[config.mk]
export PLATFORM = sky130hd
export DESIGN_NAME = mult_feeder
export DESIGN_NICKNAME = d
export VERILOG_FILES = /design/src/rtl/mult_feeder.sv
export SDC_FILE = /design/constraint.sdc
export NUM_CORES = 1
export LEC_CHECK = 0
export ABC_AREA = 1
export CAP_MARGIN = 20
export CORE_MARGIN = 2
export CORE_UTILIZATION = 42
export DETAILED_ROUTE_END_ITERATION = 8
export GPL_TIMING_DRIVEN = 0
export HOLD_SLACK_MARGIN = 0.03
export PLACE_DENSITY = 0.76
export SLEW_MARGIN = 10
export SYNTH_ARGS = -nofsm -noshare
export SYNTH_HDL_FRONTEND = slang
export SYNTH_SLANG_ARGS = --single-unit
[constraint.sdc]
create_clock -name clk -period 1.5 [get_ports clk]
set_input_delay 0.375 -clock clk [delete_from_list [all_inputs] [get_ports clk]]
set_output_delay 0.375 -clock clk [all_outputs]
set_load 0.05 [all_outputs]
[src/rtl/mult_feeder.sv]
// mult_feeder: sequences neuron loading, weight issue and result capture for parallel_mult
module mult_feeder #(
    parameter int NUM_IN   = 16,
    parameter int DATA_W   = 16,
    parameter int NUM_OUT  = 16,
    parameter int MULT_LAT = 2,
    localparam int IDX_W   = NUM_OUT > 1 ? $clog2(NUM_OUT) : 1
) (
    input  logic                             clk,
    input  logic                             rst,
    input  logic                             start,
    input  logic                             nrn_valid,
    output logic                             nrn_ready,
    input  logic [DATA_W-1:0]                nrn_data,
    input  logic                             wt_valid,
    output logic                             wt_ready,
    input  logic [NUM_IN-1:0]                wt_data,
    output logic [NUM_IN-1:0][DATA_W-1:0]    input_neuron,
    output logic [NUM_IN-1:0]                weight_bits,
    output logic                             en,
    input  logic [DATA_W-1:0]                mult_out,
    output logic                             res_valid,
    input  logic                             res_ready,
    output logic [DATA_W-1:0]                res_data,
    output logic [IDX_W-1:0]                 res_idx,
    output logic                             busy,
    output logic                             done
);
    localparam int NI_W = $clog2(NUM_IN);

    typedef enum logic [2:0] {IDLE, LOAD, WEIGHT, WAIT, RESULT, DONE} state_t;

    state_t            state, state_n;
    logic [NI_W-1:0]   ni;
    logic [IDX_W-1:0]  oi;
    logic [3:0]        wc;
    logic              last_nrn, lat_hit, last_out;

    assign last_nrn = ni == NI_W'(NUM_IN - 1);
    assign lat_hit  = wc == 4'(MULT_LAT);
    assign last_out = oi == IDX_W'(NUM_OUT - 1);

    // state register
    always_ff @(posedge clk) begin
        if (rst) state <= IDLE;
        else     state <= state_n;
    end

    // next-state decode; start is only honoured in IDLE
    always_comb begin
        state_n = state;
        case (state)
            IDLE:    state_n = start ? LOAD : IDLE;
            LOAD:    state_n = nrn_valid && last_nrn ? WEIGHT : LOAD;
            WEIGHT:  state_n = wt_valid ? WAIT : WEIGHT;
            WAIT:    state_n = lat_hit ? RESULT : WAIT;
            RESULT:  state_n = res_ready ? (last_out ? DONE : WEIGHT) : RESULT;
            DONE:    state_n = IDLE;
            default: state_n = IDLE;
        endcase
    end

    // registered handshake/status outputs, counters and captured operands/results
    always_ff @(posedge clk) begin
        if (rst) begin
            nrn_ready    <= 1'b0;
            wt_ready     <= 1'b0;
            res_valid    <= 1'b0;
            busy         <= 1'b0;
            done         <= 1'b0;
            en           <= 1'b0;
            input_neuron <= '0;
            weight_bits  <= '0;
            res_data     <= '0;
            res_idx      <= '0;
            ni           <= '0;
            oi           <= '0;
            wc           <= '0;
        end else begin
            nrn_ready <= state_n == LOAD;
            wt_ready  <= state_n == WEIGHT;
            res_valid <= state_n == RESULT;
            busy      <= state_n != IDLE;
            done      <= state_n == DONE;
            en        <= state == WEIGHT && wt_valid;
            if (state == IDLE && start) begin
                ni <= '0;
                oi <= '0;
            end
            if (state == LOAD && nrn_valid) begin
                input_neuron[ni] <= nrn_data;
                ni               <= ni + 1'b1;
            end
            if (state == WEIGHT && wt_valid) begin
                weight_bits <= wt_data;
                wc          <= '0;
            end
            if (state == WAIT) begin
                wc <= wc + 1'b1;
                if (lat_hit) begin
                    res_data <= mult_out;
                    res_idx  <= oi;
                end
            end
            if (state == RESULT && res_ready && !last_out) oi <= oi + 1'b1;
        end
    end
endmodule
== Word level (Yosys, flattened, before mapping) ==
Index checks and enable logic that the tools add are counted.

* Mux-type cells: 15
* Equality and inequality tests: 11
* Order comparisons: 2
* Reduce and logical (&&, ||, !) cells: 14
* Add/subtract/negate cells: 3

{| class="wikitable"
|+ Operator list
! operator !! count
|-
| $bwmux 256 || 1
|-
| $demux 16 s4 || 1
|-
| $mux 4 || 5
|-
| $mux 16 || 1
|-
| $pmux 3 s5 || 1
|-
| $add 4x1->4 const B || 3
|-
| $eq 3x2->1 const B || 3
|-
| $eq 3x3->1 const B || 3
|-
| $mux 3 || 3
|-
| $eq 4x4->1 const B || 2
|-
| $logic_and 1x1->1 || 7
|-
| $eq 3x1->1 const B || 2
|-
| $reduce_bool 2->1 || 3
|-
| $lt 4x5->1 const B || 1
|-
| $eq 4x2->1 const B || 1
|-
| $ge 4x1->1 const B || 1
|-
| $logic_not 3->1 || 1
|-
| $reduce_bool 3->1 || 1
|-
| $mux 1 || 2
|-
| $mux 2 || 1
|-
| $reduce_and 2->1 || 1
|-
| $logic_not 1->1 || 1
|}

* Input port bits: 54
* Output and inout port bits: 298
* Word-level logic and storage cells: 74
* Register bits: 313

== Logic depth before layout (Yosys ltp) ==
* Depth after elaboration: 5
* Gate-level depth with buffers: 9
* Gate-level depth less buffers: 9

== Worst setup path after synthesis ==
OpenSTA, ideal clock, no wires.

* Path type: reg-to-reg
* Start point: reg ni[0]
* End point: reg input_neuron[197] in the netlist's numbering
* Data required time: 1,430 ps
* Setup time: 70 ps
* Cell stages (with the launch flop): 9
* Arrival: 1,540 ps
* Clock period less this slack: 1,610 ps
* Buffers on the path: 1
* Setup slack: -110 ps
* Path through: dfxtp_1 -> inv_1 -> ha_1 -> inv_1 -> nor2_2 -> nand2_1 -> clkbuf_1 -> nand2_1 -> a21oi_1

* Cells in the longest elaborated chain, start to end: 5
* Elaborated cells on any way between the ends: 6
* Those cells by class: order compare: 2; mux: 3; reduce/logical: 1

{| class="wikitable"
|+ Ends and longest elaborated chain
! item !! RTL line !! source
|-
| start, declared || 34 || <nowiki>logic [NI_W-1:0] ni;</nowiki>
|-
| start signal, assigned || 92 || <nowiki>ni <= ni + 1'b1;</nowiki>
|-
| $lt 4x5->1 (not written as such) or $ge 4x1->1 (tied branches) || 91 || <nowiki>input_neuron[ni] <= nrn_data;</nowiki>
|-
| $logic_and 1x1->1 (not written as such) || 91 ||
|-
| $mux 16 (not written as such) || 91 ||
|-
| $demux 16 s4 (*) || 91 ||
|-
| $bwmux 256 (*) || 91 ||
|-
| end signal, assigned by index || 91 ||
|-
| end, declared || 18 || <nowiki>output logic [NUM_IN-1:0][DATA_W-1:0] input_neuron,</nowiki>
|}

Mark *: on every way between the ends. The rest lies on a longest branch, timed or not.
A chain may end at the register's enable or synchronous reset.

== Worst setup path after layout ==
* Start point: reg ni[1]
* End point: reg input_neuron[154] in the netlist's numbering

The elaborated chain is that of the path after synthesis.

==> metrics.txt <==
status=complete, but fails checks; failing checks=negative setup slack; hold path start=mult_out[15]; most frequent cells in the layout=dfxtp_1, buf_4, buf_6; Final Cycle Share=116.4%; initial core utilization=42.75%; RSZ-0062 raised after global routing=true; Final ANT Viol Nets=0; Rel. slew slack=54.53%; Initial DRC Count=1084; share of cells above drive strength 1=47.41%; final worst path period need=1.746 ns; Die Y=169.6 um; Avg Synthesized Cell Area=7.887 sq um; Setup TNS=-13.82 ns; CTS sink count=313; average wire per standard cell=22.70 um; GPL Wtd Cong=0.8936; xor/xnor share of the synthesized area=0.2280%; Hold Path End=res_data[15]$_SDFFE_PP0N_; DP Wirelength=29270 um; crit path max-delay cell type=dfxtp_4; Via density=5.701; global-route usage over all layers=29.25%; max-slew violation count=0; CP Data Required Time=1.97 ns; CP max FO=5; Final setup viols=276; fill cell count=1847; n_diodes=0; synthesis-to-finish area growth=71.98%; max_cap viols=0; largest family of logic cells by synthesized area=simple AND/OR/NAND/NOR gates; CTS tree=built; mux cell area share after synthesis=0%; skew final=0.02893 ns; Post-Layout Cell Count=2307; Seq. cell area=6341 sq um; final cell utilization of the core=73.53%; nets@finish=2004; Post-Layout Inst Area=19820 sq um; RR Endpoint=input_neuron[154]$_SDFFE_PP0P_; worst setup margin=-0.2456 ns; critical path type=register to register; Power, Total=17.87 mW; type of the most critical hold path=primary input to register; worst skew pair latency=0.58 ns; PwrDens=901.8 nW/um^2; DRT Wirelength=52380 um; Worst-Margin Slew=0.6821 ns; DP Worst Slack=-1.197 ns; Adder-Cell Fraction of Synth Area=0.7601%; simple-gate area share of the yosys netlist=24.96%; first-pass GRT wire length=65940 um; Final Hold Vio Count=0; clk buf depth=3; vias in the first global route=11.73k; GR Util met2=49.41%; Synth Instances=1461; met1 Use GR=34.71%; Hold WS=0.4107 ns; initial antenna violation count=0; first-pass detailed-route iteration total=5; H-Tree Depth=1; I/O Pins=352; met3 GRT Util=8.209%; DP Area=15480 sq um; multi-input logic area=6339 sq um; crit path launch type=register; Remaining DRCs=0; Synth Register Bits=313; compound-cell area share of the yosys netlist=14.25%; P_leak=7.608 nW; Post-CTS Hold Fix Bufs=0; Inst Count DP=2153; Port-buffer cells=351; Die ar.=28770 sq um; CP Capture Type=register; GR peak layer=met2; commonest non-fill, non-tap cell in the layout=dfxtp_1; chain of cells forming the critical path=inv_4 -> ha_4 -> clkinvlp_4 -> nor2_4 -> buf_6 -> clkbuf_16 -> nand3_2 -> a21oi_1; via count=13.15k; R2R depth=8; Worst-path clk slew=0.07 ns; Critical Path AT=2.21 ns; Core Area=26950 sq um; Seq/Total Area, Yosys=54.38%; Hold Path Depth=3; CP max stage delay=0.37 ns; Worst R2R Start=ni[1]$_SDFFE_PP0P_; largest net degree at the start of global routing=16; Syn Nets=1522; die width=169.6 um; GR Overflow Total=0; Yosys Warn Count=0; CTS Root Cell=clkbuf_16; total CTS buffers=31; Synth cell types=22; worst reg-to-reg setup slack=-0.25 ns; Fmax=572.9 MHz; Cell Rows=60; Peak VDD IR=0.7639 mV; cell area after synthesis=11520 sq um
final cells by class:
cell class	instances	share of cell area, %
sequential	313	32.00
multi-input combinational	1005	31.99
timing repair buffer	451	22.94
buffer	112	5.013
clock buffer	49	4.710
tap	341	2.153
inverter	29	0.7261
clock inverter	7	0.4672
synth_stat cells, drive strengths merged:
library cell / number / area share, %
nand2: 259 / 8.5
o21ai: 91 / 4.0
nand3: 222 / 9.7
nor3: 2 / 0.087
inv: 28 / 0.91
dfxtp: 313 / 54
a21oi: 237 / 10
ha: 7 / 0.76
xor2: 3 / 0.23
clkinv: 1 / 0.033
or2: 1 / 0.054
nand4: 2 / 0.11
clkbuf: 66 / 2.2
buf: 48 / 2.3
nor2: 181 / 6.5
registers in the layout, indices dropped and copies added (netlist names):
signal,flops
weight_bits,16
ni,4
res_idx,4
nrn_ready,1
state,3
busy,1
res_data,16
wc,4
input_neuron,256
en,1
wt_ready,1
oi,4
done,1
res_valid,1
kinds of logic (layout without fill, tap and decap cells):
family / Yosys count / after routing
simple gates: 667 / 667
fa+ha+maj: 7 / 7
compound gates: 328 / 328
flops: 313 / 313
xor+xnor: 3 / 3
buf+inv: 143 / 648
power breakdown:
group	switching (mW)	internal (mW)	leakage, nW
Combinational	0.974	0.533	4.55
Clock	3.41	4.59	0.506
Sequential	0.0319	8.33	2.55
per-layer routing:
metal	part of all wire, %	wire, um
met5	0	0
met3	9.3	4873
met2	47	24850
met4	7.0	3658
met1	36	18990
worst max path at each step:
stage	start	to	slack, ns	cells after the start
after floorplan	ni[0]$_SDFFE_PP0P_	input_neuron[250]$_SDFFE_PP0P_	-0.01	7
after global placement	rst	input_neuron[252]$_SDFFE_PP0P_	-1.15	5
after detailed placement	rst	input_neuron[252]$_SDFFE_PP0P_	-1.20	5
after CTS	ni[1]$_SDFFE_PP0P_	input_neuron[21]$_SDFFE_PP0P_	-0.06	7
after global routing	ni[0]$_SDFFE_PP0P_	input_neuron[154]$_SDFFE_PP0P_	-0.30	7
final	ni[1]$_SDFFE_PP0P_	input_neuron[154]$_SDFFE_PP0P_	-0.25	8
critical path: cells and delay by family, from the launching register on:
kind	cells	cell delay [ns]
AO/OA/AOI/OAI	1	0.29
AND/OR/NAND/NOR	2	0.28
flip-flops	1	0.37
adder cells (fa/ha/maj)	1	0.12
buffers and inverters	4	0.57
what timing repair did:
item                        CTS  global route
setup buffers                41            25
setup endpoints to repair   600           427
cloned                        9            26
gates resized for setup    2185           497
pin swaps                    50           134
Note: power is estimated with default switching activity, not from simulation.
